--- src/rtl/div_sched_pkg.sv ---
// div_sched_pkg: shared FSM state type and round-robin pick helper for div_sched.
package div_sched_pkg;

    localparam int MAX_REQ = 64;

    typedef enum logic [1:0] {IDLE, CALC, RESP} state_t;

    typedef struct packed {
        logic        found;
        logic [31:0] idx;
    } pick_t;

    // Lowest set index at or above ptr, else lowest set index overall.
    function automatic pick_t rr_pick(input logic [MAX_REQ-1:0] vec, input int ptr);
        pick_t p;
        p = '0;
        for (int i = MAX_REQ - 1; i >= 0; i--) begin
            if (vec[i]) begin
                p.found = 1'b1;
                p.idx   = 32'(i);
            end
        end
        for (int i = MAX_REQ - 1; i >= 0; i--) begin
            if (vec[i] && i >= ptr) p.idx = 32'(i);
        end
        return p;
    endfunction

endpackage

--- src/rtl/div_mod_serial.sv ---
// div_mod_serial: MSB-first bit-serial remainder of an operand by a constant divisor.
module div_mod_serial #(
    parameter int  DATA_W  = 8,
    parameter int  DIVISOR = 3,
    localparam int REM_W   = $clog2(DIVISOR),
    localparam int CNT_W   = DATA_W > 1 ? $clog2(DATA_W) : 1
) (
    input  logic              clock,
    input  logic              rst_n,
    input  logic              start,
    input  logic [DATA_W-1:0] operand,
    output logic              done,
    output logic [REM_W-1:0]  rem
);

    logic [DATA_W-1:0] op_q;
    logic [CNT_W-1:0]  cnt_q;
    logic              active_q;
    logic [REM_W-1:0]  rem_q, rem_d;
    logic [REM_W:0]    t;

    // t < 2*DIVISOR, so one conditional subtract keeps r in range.
    always_comb begin
        t     = {rem_q, op_q[DATA_W-1]};
        rem_d = REM_W'(t >= (REM_W+1)'(DIVISOR) ? t - (REM_W+1)'(DIVISOR) : t);
    end

    always_ff @(posedge clock or negedge rst_n) begin
        if (!rst_n) begin
            op_q     <= '0;
            cnt_q    <= '0;
            active_q <= 1'b0;
            rem_q    <= '0;
        end else if (start) begin
            op_q     <= operand;
            cnt_q    <= CNT_W'(DATA_W - 1);
            active_q <= 1'b1;
            rem_q    <= '0;
        end else if (active_q) begin
            op_q     <= op_q << 1;
            cnt_q    <= cnt_q - 1'b1;
            active_q <= cnt_q != '0;
            rem_q    <= rem_d;
        end
    end

    assign done = active_q && cnt_q == '0;
    assign rem  = rem_q;

endmodule

--- src/rtl/div_sched.sv ---
// div_sched: round-robin scheduler sharing one bit-serial divisibility unit among requesters.
// Define DIV_SCHED_REM_EN to expose the final remainder on rsp_rem.
module div_sched
    import div_sched_pkg::*;
#(
    parameter int  DATA_W  = 8,
    parameter int  N_REQ   = 4,
    parameter int  DIVISOR = 3,
    localparam int ID_W    = $clog2(N_REQ),
    localparam int REM_W   = $clog2(DIVISOR)
) (
    input  logic                    clock,
    input  logic                    rst_n,
    input  logic [N_REQ-1:0]        req_valid,
    input  logic [N_REQ*DATA_W-1:0] req_data,
    output logic [N_REQ-1:0]        req_ready,
    output logic                    rsp_valid,
    input  logic                    rsp_ready,
    output logic [ID_W-1:0]         rsp_id,
    output logic                    rsp_divisible,
    output logic                    busy
`ifdef DIV_SCHED_REM_EN
    ,
    output logic [REM_W-1:0]        rsp_rem
`endif
);

    if (DIVISOR < 2 || N_REQ < 2 || N_REQ > MAX_REQ) begin : g_bad_cfg
        $error("div_sched: unsupported DIVISOR or N_REQ");
    end

    state_t           state_q;
    logic [ID_W-1:0]  ptr_q, ptr_d, id_q, grant;
    logic             rsp_valid_q, busy_q, start, done;
    logic [REM_W-1:0] rem;
    pick_t            pick;

    always_comb begin
        pick      = rr_pick(MAX_REQ'(req_valid), int'(ptr_q));
        grant     = ID_W'(pick.idx);
        start     = state_q == IDLE && pick.found;
        req_ready = start ? (N_REQ'(1) << grant) : '0;
        ptr_d     = grant == ID_W'(N_REQ - 1) ? '0 : grant + 1'b1;
    end

    div_mod_serial #(
        .DATA_W  (DATA_W),
        .DIVISOR (DIVISOR)
    ) u_mod (
        .clock   (clock),
        .rst_n   (rst_n),
        .start   (start),
        .operand (req_data[grant*DATA_W +: DATA_W]),
        .done    (done),
        .rem     (rem)
    );

    always_ff @(posedge clock or negedge rst_n) begin
        if (!rst_n) begin
            state_q     <= IDLE;
            ptr_q       <= '0;
            id_q        <= '0;
            rsp_valid_q <= 1'b0;
            busy_q      <= 1'b0;
        end else if (start) begin
            state_q <= CALC;
            ptr_q   <= ptr_d;
            id_q    <= grant;
            busy_q  <= 1'b1;
        end else if (state_q == CALC && done) begin
            state_q     <= RESP;
            rsp_valid_q <= 1'b1;
        end else if (state_q == RESP && rsp_ready) begin
            state_q     <= IDLE;
            rsp_valid_q <= 1'b0;
            busy_q      <= 1'b0;
        end
    end

    // The remainder register only changes in CALC, so it is already held through RESP.
    assign rsp_valid     = rsp_valid_q;
    assign busy          = busy_q;
    assign rsp_id        = id_q;
    assign rsp_divisible = rsp_valid_q && rem == '0;
`ifdef DIV_SCHED_REM_EN
    assign rsp_rem       = rem;
`endif

endmodule

--- config.mk ---
export PLATFORM = sky130hd
export DESIGN_NAME = div_sched
export DESIGN_NICKNAME = d
export VERILOG_FILES = /design/src/rtl/div_sched_pkg.sv /design/src/rtl/div_mod_serial.sv /design/src/rtl/div_sched.sv
export SDC_FILE = /design/constraint.sdc
export NUM_CORES = 1
export LEC_CHECK = 0
export ABC_CLOCK_PERIOD_IN_PS = 1560
export CAP_MARGIN = 5
export CELL_PAD_IN_SITES_DETAIL_PLACEMENT = 1
export CELL_PAD_IN_SITES_GLOBAL_PLACEMENT = 2
export CORE_UTILIZATION = 24
export CTS_BUF_LIST = sky130_fd_sc_hd__clkbuf_16
export DETAILED_ROUTE_END_ITERATION = 7
export HOLD_SLACK_MARGIN = 0.06
export PLACE_DENSITY_LB_ADDON = 0.2
export SLEW_MARGIN = 20
export SYNTH_ARGS = -nofsm -noshare
export SYNTH_HDL_FRONTEND = slang
export SYNTH_SLANG_ARGS = --single-unit
--- constraint.sdc ---
create_clock -name clock -period 1.56 [get_ports clock]
set_input_delay 0.234 -clock clock [delete_from_list [all_inputs] [get_ports clock]]
set_output_delay 0.234 -clock clock [all_outputs]
set_load 0.03 [all_outputs]
=== After elaboration in Yosys (flattened, before gate mapping) ===
Index checks and enable logic that the tools add are counted.

* Register bits: 22
* Input bits: 39
* Word-level logic and storage cells: 67
* Output and inout port bits: 9

* Equality and inequality tests: 4
* Magnitude comparators: 4
* Muxes and demuxes: 26
* Bitwise gates (word level): 1
* Shifts and indexed selects: 2
* Reductions and logical operators: 18
* Add/sub/neg operators: 3

{| class="wikitable"
|+ Operators with widths
! kind !! number
|-
| 33-bit two-way mux || 4
|-
| 32-bit by 6-bit indexed part select with 8-bit output || 1
|-
| 2-bit two-way mux || 11
|-
| 8-bit two-way mux || 2
|-
| 1-bit logical AND || 8
|-
| 1-bit two-way mux || 6
|-
| 3-bit two-way mux || 2
|-
| 2-bit nonzero test || 3
|-
| 3-bit nonzero test || 2
|-
| 2-bit equality test (second input constant) || 2
|-
| 1-bit by 2-bit >= comparator with 1-bit output (first input constant) || 2
|-
| 2-bit zero test || 2
|-
| 4-bit two-way mux || 1
|-
| 2-bit AND reduction || 2
|-
| 1-bit by 2-bit << shifter with 4-bit output (first input constant) || 1
|-
| 3-bit by 2-bit >= comparator with 1-bit output (second input constant) || 1
|-
| 3-bit zero test || 1
|-
| 3-bit by 1-bit subtractor with 3-bit output (second input constant) || 1
|-
| 2-bit by 1-bit adder with 2-bit output (second input constant) || 1
|-
| 2-bit by 1-bit equality test with 1-bit output (second input constant) || 1
|-
| 2-bit >= comparator (first input constant) || 1
|-
| 2-bit != test (second input constant) || 1
|-
| 2-bit subtractor (second input constant) || 1
|-
| 1-bit NOT || 1
|}

=== Depth between registers and ports, before layout ===
Gate-level depths: netlist of the first run.

* Depth after elaboration: 10
* Depth in mapped cells: 8
* Gate-level depth less buffers: 6

=== Hierarchy ===
From an unflattened synthesis of the first run, not the netlist that was laid out.

* Cell total of the unflattened synthesis: 145
* Area, all modules: 1441.4 µm²

{| class="wikitable"
|+ Modules (own cells, without submodules)
! module !! instances !! cells each !! area each (µm²)
|-
| div_sched || 1 || 78 || 750.7
|-
| div_mod_serial || 1 || 67 || 690.7
|}

=== Worst setup path before layout of the first run ===
No wires, ideal clock.

* Path type: register to output
* From: register ptr_q[1]
* To: output req_ready[1]
* Arrival time: 1.617 ns
* Slack: -0.291 ns
* Cell stages (with the launch flop): 9
* Path buffers: 2
* Data required time: 1.326 ns
* Cells stage by stage: dfrtp_1 > buf_4 > nand3_1 > a21oi_2 > nor3_1 > buf_6 > inv_6 > ha_1 > and2_1

* Cells in the longest elaborated chain, start to end: 7
* Elaborated cells on any way between the ends: 11
* Those cells by class: order compare: 3; shift: 1; mux: 4; reduce/logical: 3

{| class="wikitable"
|+ RTL lines
! what !! line !! RTL
|-
| start: declaration || div_sched.sv:33 || <nowiki>logic [ID_W-1:0] ptr_q, ptr_d, id_q, grant;</nowiki>
|-
| start signal: assignment || div_sched.sv:67 || <nowiki>ptr_q <= ptr_d;</nowiki>
|-
| 2-bit >= comparator || div_sched_pkg.sv:24 || <nowiki>if (vec[i] && i >= ptr) p.idx = 32'(i);</nowiki>
|-
| 1-bit logical AND || div_sched_pkg.sv:24 ||
|-
| 2-bit two-way mux (2 in series) || div_sched_pkg.sv:24 ||
|-
| 2-bit two-way mux (*) || div_sched_pkg.sv:24 ||
|-
| named net grant[1] || div_sched.sv:33 ||
|-
| 1-bit by 2-bit << shifter with 4-bit output (*) || div_sched.sv:42 || <nowiki>req_ready = start ? (N_REQ'(1) << grant) : '0;</nowiki>
|-
| 4-bit two-way mux (*) || div_sched.sv:42 ||
|-
| end: declaration || div_sched.sv:16 || <nowiki>output logic [N_REQ-1:0] req_ready,</nowiki>
|}

The timed path passes the listed nets; every way through them passes the cells marked *.

=== Final worst setup path of the first run ===
* From: register ptr_q[1]
* To: output req_ready[2]

The elaborated chain is that of the path after synthesis.

==> results of run 1 <==
[routing by layer]
| metal | track usage (%) | wire length, µm | up-vias |
|---|---|---|---|
| li1 | - | - | 716 |
| met1 | 17.8 | 2030 | 690 |
| met2 | 28.0 | 2390 | 33 |
| met3 | 1.70 | 138 | 4 |
| met4 | 3.57 | 42 | 0 |
| met5 | 0 | 0 | - |
[cells in the mapped netlist (all sizes together)]
cell / number / area, µm²
nand3b: 1 / 7.51
xor2: 1 / 8.76
nand2b: 4 / 25.0
a211oi: 23 / 213
or3b: 1 / 8.76
xnor2: 1 / 8.76
o211ai: 1 / 7.51
a32o: 1 / 10.0
nand2: 24 / 90.1
nor4: 1 / 6.26
o22ai: 1 / 6.26
buf: 3 / 30.0
nor3: 11 / 55.1
nand3: 1 / 5.00
a21oi: 4 / 23.8
nor3b: 2 / 15.0
mux2i: 9 / 90.1
nor2b: 5 / 31.3
dfrtp: 22 / 551
a21boi: 1 / 11.3
o311a: 1 / 10.0
o21ai: 7 / 35.0
ha: 7 / 87.6
nor2: 6 / 22.5
a31oi: 1 / 6.26
o21a: 1 / 7.51
and2: 7 / 43.8
or3: 2 / 12.5
inv: 5 / 23.8
clkbuf: 5 / 18.8
[worst reg2reg max path, stage by stage (launching register included)]
cell	delay, ns
dfrtp_2	0.47
mux2i_1	0.25
o22ai_2	0.12
buf_4	0.15
or3_4	0.35
buf_12	0.17
a211oi_4	0.18
a211oi_2	0.05
[final cells by class]
type	instances	area [µm²]
sequential	22	553
fill	670	3370
tap	75	93.8
multi-input combinational	124	1060
clock buffer	3	75.1
clock inverter	1	3.75
timing repair buffer	78	732
inverter	5	26.3
[state kept, by name, summed over array words and instances, names as in the netlist]
| signal | cells |
|---|---|
| busy | 1 |
| u_mod.cnt_q | 3 |
| ptr_q | 2 |
| rsp_id | 2 |
| u_mod.active_q | 1 |
| state_q | 2 |
| rsp_valid | 1 |
| u_mod.op_q | 8 |
| u_mod.rem | 2 |
[worst min-delay path by stage]
stage               startpoint             end  slack [ns]  cells past startpoint
detailed placement   rsp_id[0]       rsp_id[0]        0.48                      2
CTS                      rst_n  u_mod.cnt_q[2]        0.35                      2
finish                   rst_n            busy        0.33                      2
global route             rst_n  u_mod.cnt_q[0]        0.36                      2
global placement     rsp_id[0]       rsp_id[0]        0.46                      2
floorplan                rst_n            busy       -0.06                      0
[kinds of logic after synthesis]
group / synth area share [%]
buf+inv: 4.93
fa+ha+maj: 5.95
xor+xnor: 1.19
mux: 6.12
simple gates: 21.9
flops: 37.4
compound gates: 22.4
[power breakdown]
| group | total (mW) | internal, mW | leakage [nW] | switching, mW |
|---|---|---|---|---|
| logic | 2.42 | 1.23 | 0.747 | 1.19 |
| clock network | 0.554 | 0.342 | 0.0385 | 0.212 |
| registers | 1.09 | 0.849 | 0.256 | 0.240 |
[layout by cell type (no fill, tap or decap), types with 3 or more instances in the layout]
cell / netlist / routed
clkdlybuf4s50_1: 0 / 37
buf_4: 1 / 24
nand2_1: 24 / 22
dfrtp_1: 22 / 20
nor3_1: 11 / 10
a211oi_1: 15 / 10
buf_6: 2 / 10
mux2i_1: 9 / 9
a211oi_2: 8 / 8
o21ai_0: 7 / 7
nor2b_1: 5 / 5
a211oi_4: 0 / 5
and2_4: 0 / 4
nor2_1: 6 / 4
buf_2: 0 / 4
nand2b_1: 4 / 3
inv_1: 4 / 3
and2_1: 7 / 3
ha_1: 7 / 3
ha_4: 0 / 3
clkbuf_16: 0 / 3
[metrics by stage]
step | util [%] | power, mW
6_report | 43.0 | 4.06
3_3_place_gp | 37.4 | 2.97
3_5_place_dp | 37.4 | 3.08
4_1_cts | 41.4 | 3.89
5_1_grt | 43.0 | 4.38
2_1_floorplan | - | 2.29
[repair_timing]
item / 4_1_cts / 5_1_grt
endpoints found under the setup margin: 25 / 14
pin swaps: 22 / 5
gates resized for setup: 63 / 16
buffers inserted: 5 / 6
gates cloned: 0 / 0
==> impl_metrics.yaml, run 1 <==
critical_path:
  r2r_end: "u_mod.op_q[6]"
  required_ns: 1.33
  timing.rr.start: "ptr_q[1]"
  r2r_slack_ns: -0.31
  worst-path-buf-inv: 3
  cpPeakStageDelay_ns: 0.47
  cp-startpoint: "ptr_q[1]"
  critPathSlowestCell: "dfrtp_2"
  arrival_ns: 1.82
  crit_chain: "mux2i_1, o22ai_2, nor2_4, inv_2, buf_6, ha_4, and2_4, buf_6"
  crit_family: "flip-flops"
  path_class: "reg2out"
  reg2reg_depth: 7
  cpMostUsedCell: "buf_6"
  worstSetupStartpointType: "flip-flop"
  crit_path_end_kind: "output port"
  path_depth: 8
  path_max_fanout: 7
  crit_end: "req_ready[2]"
global_route:
  antenna_found_initial: 0
  grt_max_degree: 23
  grt_pass1_wl_um: 7430
  gr-total-overflow: 0
  track_usage_pct: 14.9
  grt_pass1_vias: 1555
die:
  core-area_um2: 5920
  dieArea_um2: 6450
  die_h_um: 80.3
  initial_utilization_pct: 24.9
  num_rows: 28
  die_x_um: 80.3
  pin_count: 48
detailed_routing:
  wl_per_cell_um: 14.9
  ant_nets: 0
  first_iter_violations: 35
  dr_total_vias: 1443
  wirelength_um: 4600
  drc: 0
  first_pass_iters: 3
  drt-vias-per-instance: 4.69
sta:
  setup_slack_ns: -0.494
  fmax_mhz: 487
  finalCritPeriodShare_pct: 132
  min_period_ns: 2.05
  slew_headroom_pct: 71.7
  finalMaxSlewViolations: 0
  holdWs_ns: 0.331
  hold_viol: 0
  fin_skew_ns: 0.00123
  rsz0062_at_grt: "true"
  tightestPinTransition_ns: 0.421
  setup_viol: 15
  fin_tns_setup_ns: -4.38
final_layout:
  area_growth_pct: 73.1
  final_area_um2: 2550
  finalNetCount: 280
  drive_gt1_share_pct: 36.1
  instances_no_fill: 308
  antenna_cells: 0
power:
  power_per_cell_area_nw_per_um2: 1600
  p_leak_nw: 1.04
  peakVddDrop_mv: 0.551
cts:
  cts_max_level: 1
  cts.sinks: 22
  cts-root-buf: "clkbuf_16"
  cts_tree: "yes"
  cts_buffers: 3
  clock_latency_ns: 0.25
  path_clk_slew_ns: 0.06
  cts_buffer_depth: 2
  cts_hold_buffers: 0
logic_synthesis:
  syn_inst: 159
  avgSynthCellArea_um2: 9.25
  syn_area_um2: 1470
  ys_seq_elements: 22
  ys_warn_count: 0
  ys_types: 34
  synth_nets: 205
  ys_seq_area_share_pct: 37.4
run:
  cap_violations: 0
placed_design:
  routabilityCongestion: 0.744
  place_inst: 295
  portBuffers: 47
  pre_cts_ws_ns: -1.05
  dp_hpwl_um: 3520
  place_area_um2: 2210
status:
  failed_checks: "setup timing"
  status: "finished, violations left"
min_path:
  hold_path_class: "in2async"
(Power assumes the default switching activity.)
==> run 2: changes to the inputs <==
--- a/config.mk
+++ b/config.mk
@@ -5,15 +5,15 @@
 export SDC_FILE = /design/constraint.sdc
 export NUM_CORES = 1
 export LEC_CHECK = 0
+export ABC_AREA = 1
 export ABC_CLOCK_PERIOD_IN_PS = 1560
-export CAP_MARGIN = 5
 export CELL_PAD_IN_SITES_DETAIL_PLACEMENT = 1
 export CELL_PAD_IN_SITES_GLOBAL_PLACEMENT = 2
-export CORE_UTILIZATION = 24
+export CORE_UTILIZATION = 22
 export CTS_BUF_LIST = sky130_fd_sc_hd__clkbuf_16
 export DETAILED_ROUTE_END_ITERATION = 7
 export HOLD_SLACK_MARGIN = 0.06
-export PLACE_DENSITY_LB_ADDON = 0.2
+export PLACE_DENSITY = 0.81
 export SLEW_MARGIN = 20
 export SYNTH_ARGS = -nofsm -noshare
 export SYNTH_HDL_FRONTEND = slang
==> run 2 against run 1 <==
Effect of this change:
- the run still ends with setup timing left
- non-clock buffer count down 9
- design area down 4.2%
- cell count up 15%
- combinational power fell by 90%
- flip-flop and latch count did not move
- clock power increased by 28%
- routed wire length fell by 6.7%
- first-iteration DRC count is 2.9% lower
- maximum frequency is 16% higher
- area after synthesis up 3.0%
- setup slack better by 0.29 ns
- clock skew rose by 0.0035 ns
- critical path type unchanged
- largest cell class unchanged
==> impl_metrics.yaml, run 2 <==
global_route:
  grt_pass1_wl_um: 7160
  grt_pass1_vias: 1537
  antenna_found_initial: 0
  gr-total-overflow: 0
  grt_max_degree: 26
  track_usage_pct: 12.2
critical_path:
  timing.rr.start: "ptr_q[1]"
  r2r_end: "u_mod.op_q[7]"
  path_max_fanout: 4
  required_ns: 1.33
  r2r_slack_ns: -0.15
  crit_end: "req_ready[3]"
  worstSetupStartpointType: "flip-flop"
  crit_path_end_kind: "output port"
  cp-startpoint: "ptr_q[1]"
  path_class: "reg2out"
  critPathSlowestCell: "dfrtp_1"
  reg2reg_depth: 11
  arrival_ns: 1.53
  cpPeakStageDelay_ns: 0.38
  crit_chain: "inv_2, nand3_4, nand3_4, nor2_4, ha_2, inv_2, nor2_4, buf_6"
power:
  peakVddDrop_mv: 0.349
  p_leak_nw: 1.19
  finalPower_mw: 1.52
  power_per_cell_area_nw_per_um2: 624
cts:
  cts-root-buf: "clkbuf_16"
  cts_max_level: 1
  clock_latency_ns: 0.25
  cts_buffer_depth: 2
  cts_buffers: 3
  cts.sinks: 22
  path_clk_slew_ns: 0.06
  cts_tree: "yes"
die:
  pin_count: 48
  initial_utilization_pct: 23.3
  die_h_um: 85.0
  core-area_um2: 6490
  die_x_um: 85.0
  dieArea_um2: 7220
  num_rows: 29
logic_synthesis:
  synth_top_area_share_pct: 36.3
  syn_inst: 209
  synth_nets: 255
  synthTopCellsByArea: "dfrtp_1 36%, nand2_1 13%, inv_1 9.4%"
  synth_ff_type: "dfrtp_1"
  synth_edf_count: 0
  ys_seq_area_share_pct: 36.3
  yosysTopAreaCell: "dfrtp_1"
  yosysMostFrequentCell: "nand2_1"
  avgSynthCellArea_um2: 7.25
  ys_warn_count: 0
  ys_top_cells_by_count: "52 x nand2_1, 38 x inv_1, 22 x dfrtp_1"
  async_flop_share_pct: 100
  ys_seq_elements: 22
  syn_area_um2: 1520
  ys_types: 27
detailed_routing:
  wirelength_um: 4290
  first_pass_iters: 3
  dr_total_vias: 1542
  ant_nets: 0
  wl_per_cell_um: 12.1
  drc: 0
  first_iter_violations: 34
  drt-vias-per-instance: 4.36
placed_design:
  routabilityCongestion: 0.772
  place_area_um2: 2170
  place_inst: 343
  portBuffers: 47
  dp_hpwl_um: 3220
final_layout:
  top_regs: "u_mod.op_q (8), u_mod.cnt_q (3)"
  instances_no_fill: 354
  final_cell_mix: "48 x nand2_1, 38 x clkdlybuf4s50_1, 34 x inv_1, 22 x dfrtp_1, 18 x buf_4"
  regMostFlops: "u_mod.op_q"
  area_growth_pct: 61.1
  mostFrequentLayoutCell: "nand2_1"
  antenna_cells: 0
  final_area_um2: 2440
  drive_gt1_share_pct: 22.7
  largest_reg_flops: 8
  finalNetCount: 324
sta:
  setup_viol: 12
  fin_tns_setup_ns: -1.77
  hold_viol: 0
  rsz0062_at_grt: "true"
  fin_skew_ns: 0.00469
  tightestPinTransition_ns: 0.485
  slew_headroom_pct: 67.7
  fmax_mhz: 567
  min_period_ns: 1.76
  finalMaxSlewViolations: 0
  finalCritPeriodShare_pct: 113
  setup_slack_ns: -0.203
status:
  failed_checks: "setup timing"
  status: "finished, violations left"
min_path:
  hold_path_class: "in2async"
run:
  cap_violations: 0
## run 2: cell count changes in the layout (fill, tap and decap cells not counted), moves of 6 or more
cell      previous run  this run
a211oi_1            10         0
inv_1                3        34
nor2_1               4        13
nand2_1             22        48
mux2i_1              9         0
o211ai_1             1        12
nor3_1              10         1
a211oi_2             8         0
buf_4               24        18
nand3_1              0        15
## run 2: cell type report
cell class / count / area (µm²)
Clock buffer: 3 / 75.1
Clock inverter: 1 / 30.0
Fill cell: 794 / 4050
Inverter: 41 / 159
Multi-Input combinational cell: 141 / 866
Sequential cell: 22 / 551
Tap cell: 77 / 96.3
Timing Repair Buffer: 69 / 664
## run 2: timing repair
action                     in CTS  in global routing
buffers inserted                4                  4
hold buffers                    0                  0
setup endpoints to repair      12                 13
hold endpoints to repair        0                  0
gates resized for setup        20                 17
pin swaps                       7                  7
## run 2: layer usage
metal	routed length [µm]	track usage, %	vias to the layer above
met5	0	0	-
met4	56	2.31	0
met3	152	2.24	8
met2	2160	21.6	33
met1	1920	15.7	703
li1	-	-	798
## run 2: how the worst min path moves through the flow
stage	slack, ns	start	cells after the start	end
5_1_grt	0.38	rst_n	2	state_q[0]
6_report	0.34	rst_n	2	state_q[0]
3_3_place_gp	0.48	u_mod.op_q[0]	2	u_mod.op_q[0]
4_1_cts	0.35	rst_n	2	u_mod.rem[0]
2_1_floorplan	-0.06	rst_n	0	busy
3_5_place_dp	0.48	u_mod.op_q[0]	2	u_mod.op_q[0]
## run 2: logic make-up after synthesis
group,after synthesis,synth area share [%]
flops,22,36.3
buf+inv,46,13.5
fa+ha+maj,7,5.78
simple gates,102,30.9
xor+xnor,1,0.578
compound gates,31,12.9
## run 2: metrics by stage
step,setup WS [ns],hold slack [ns],utilization [%]
5_1_grt,-0.284,0.376,37.6
2_1_floorplan,-0.0620,-0.0616,-
4_1_cts,-0.205,0.349,36.1
3_3_place_gp,-0.349,0.477,33.3
6_report,-0.203,0.343,37.6
3_5_place_dp,-0.374,0.476,33.3
## run 2: power by group
part	leakage (nW)	internal, mW	switching [mW]
sequential	0.260	0.571	0
clock	0.0511	0.509	0.201
combinational	0.881	0.137	0.105
## run 2: worst max-delay path: cells and delay by family (launching register included)
family,cells,cell delay [ns]
buffers and inverters,3,0.26
flip-flops,1,0.38
adder cells (fa/ha/maj),1,0.20
AND/OR/NAND/NOR,4,0.44
==> run 3: changes to the inputs <==
--- a/config.mk
+++ b/config.mk
@@ -6,14 +6,14 @@
 export NUM_CORES = 1
 export LEC_CHECK = 0
 export ABC_AREA = 1
-export ABC_CLOCK_PERIOD_IN_PS = 1560
+export ABC_CLOCK_PERIOD_IN_PS = 2000
 export CELL_PAD_IN_SITES_DETAIL_PLACEMENT = 1
 export CELL_PAD_IN_SITES_GLOBAL_PLACEMENT = 2
-export CORE_UTILIZATION = 22
+export CORE_UTILIZATION = 25
 export CTS_BUF_LIST = sky130_fd_sc_hd__clkbuf_16
 export DETAILED_ROUTE_END_ITERATION = 7
 export HOLD_SLACK_MARGIN = 0.06
-export PLACE_DENSITY = 0.81
+export PLACE_DENSITY = 0.87
 export SLEW_MARGIN = 20
 export SYNTH_ARGS = -nofsm -noshare
 export SYNTH_HDL_FRONTEND = slang
==> constraint.sdc (replaced) <==
create_clock -name clock -period 2 [get_ports clock]
set_input_delay 0.3 -clock clock [delete_from_list [all_inputs] [get_ports clock]]
set_output_delay 0.3 -clock clock [all_outputs]
set_load 0.03 [all_outputs]
==> run 3 against run 2 <==
Effect of this change:
- design area decreased by 10%
- clock power decreased by 21%
- sequential power decreased by 22%
- the run now ends clean
- critical path type unchanged
==> impl_metrics.yaml, run 3 (same netlist as run 2, synthesis figures left out) <==
cts:
  path_clk_slew_ns: 0.06
  cts_setup_buffers: 0
  cts_buffer_depth: 2
  clock_latency_ns: 0.26
  cts_tree: "yes"
  cts_max_level: 1
  cts.sinks: 22
  cts-root-buf: "clkbuf_16"
  cts_buffers: 3
critical_path:
  timing.rr.start: "ptr_q[1]"
  reg2reg_depth: 9
  path_max_fanout: 3
  worstSetupStartpointType: "flip-flop"
  critPathSlowestCell: "dfrtp_1"
  cpPeakStageDelay_ns: 0.36
  arrival_ns: 1.60
  crit_path_end_kind: "output port"
  crit_family: "simple AND/OR/NAND/NOR gates"
  required_ns: 1.70
  crit_chain: "nand2_1, nor3_1, nor2_4, ha_1, inv_1, nor2_1, buf_4"
  path_class: "reg2out"
  r2r_slack_ns: 0.39
  worst-path-buf-inv: 2
  r2r_end: "u_mod.op_q[4]"
detailed_routing:
  ant_nets: 0
  first_iter_violations: 50
  drt-vias-per-instance: 4.44
  dr_total_vias: 1492
  wirelength_um: 4090
  drc: 0
  wl_per_cell_um: 12.2
  first_pass_iters: 4
run:
  cap_violations: 0
die:
  die_x_um: 79.9
  num_rows: 27
  core-area_um2: 5680
  dieArea_um2: 6380
  die_h_um: 79.9
  initial_utilization_pct: 26.7
  pin_count: 48
final_layout:
  top_regs: "u_mod.op_q (8), u_mod.cnt_q (3)"
  drive_gt1_share_pct: 11.4
  final_area_um2: 2200
  regMostFlops: "u_mod.op_q"
  antenna_cells: 0
  largest_reg_flops: 8
  nFillCells: 725
  area_growth_pct: 44.9
  instances_no_fill: 336
  final_cell_mix: "52 x nand2_1, 39 x clkdlybuf4s50_1, 37 x inv_1, 22 x dfrtp_1, 19 x nand3_1"
  mostFrequentLayoutCell: "nand2_1"
  finalNetCount: 311
sta:
  finalMaxSlewViolations: 0
  setup_viol: 0
  finalCritPeriodShare_pct: 95.1
  tightestPinTransition_ns: 0.474
  fin_skew_ns: 0.00633
  hold_viol: 0
  min_period_ns: 1.90
  slew_headroom_pct: 68.4
  fmax_mhz: 526
global_route:
  grt_pass1_vias: 1455
  grt_pass1_wl_um: 6880
  track_usage_pct: 13.8
  antenna_found_initial: 0
  gr-total-overflow: 0
  grt_max_degree: 27
power:
  power.share.clock_pct: 48.4
  peakVddDrop_mv: 0.348
  power_per_cell_area_nw_per_um2: 531
  pwr-share-seq_pct: 38.2
  p_sw_share_pct: 20.0
  p_leak_nw: 1.11
  comb_power_share_pct: 13.4
  intPower_mw: 0.932
  power.net_switching_mw: 0.233
placed_design:
  place_inst: 332
  portBuffers: 47
  routabilityCongestion: 0.817
  place_area_um2: 2080
  dp_hpwl_um: 3250
status:
  status: "complete, no violations"
min_path:
  hold_path_class: "in2async"
==> run 3: what timing repair did <==
item,in CTS,in global routing
resized for setup,4,3
hold buffers,0,0
pin swaps,0,1
setup endpoints to repair,4,3
==> run 3: layout make-up <==
type                       count  area (µm²)  share of cell area (%)
clock buffer                   3        75.1                    3.42
clock inverter                 1        30.0                    1.37
inverter                      41         156                    7.12
multi-input combinational    141         767                    34.9
sequential                    22         551                    25.1
tap                           72        90.1                    4.10
timing repair buffer          56         527                    24.0
==> run 3: power groups by stage <==
stage	registers (mW)	clock network (mW)	logic [mW]
6_report	0.445	0.564	0.156
2_1_floorplan	0.453	0	0.0562
3_5_place_dp	0.453	0	0.159
3_3_place_gp	0.453	0	0.156
4_1_cts	0.445	0.576	0.158
5_1_grt	0.445	0.592	0.175
==> run 3: worst max-delay path by stage <==
| stage | start | endpoint | slack [ns] | cells after the start |
|---|---|---|---|---|
| 2_1_floorplan | ptr_q[1] | req_ready[2] | 0.19 | 9 |
| 3_3_place_gp | req_valid[1] | req_ready[2] | -0.04 | 8 |
| 3_5_place_dp | req_valid[1] | req_ready[1] | -0.06 | 11 |
| 4_1_cts | req_valid[2] | req_ready[0] | 0.05 | 8 |
| 5_1_grt | ptr_q[1] | req_ready[2] | -0.03 | 7 |
| 6_report | ptr_q[1] | req_ready[2] | 0.1 | 7 |
==> run 3: per-layer routing <==
layer	wire [µm]	track usage (%)
met1	1970	18.6
met2	1970	23.4
met3	119	2.06
met4	25	2.14
met5	0	0
==> run 3: through the flow <==
step           hold slack (ns)  setup slack [ns]  util, %  TNS [ns]  power, mW
2_1_floorplan          0.00441             0.186        -         0      0.510
3_3_place_gp             0.478           -0.0355     36.7   -0.0530      0.609
3_5_place_dp             0.487           -0.0565     36.7    -0.178      0.612
4_1_cts                  0.410            0.0518     38.5         0       1.18
6_report                 0.398            0.0984     38.7         0       1.17
5_1_grt                  0.424           -0.0271     38.7   -0.0345       1.21
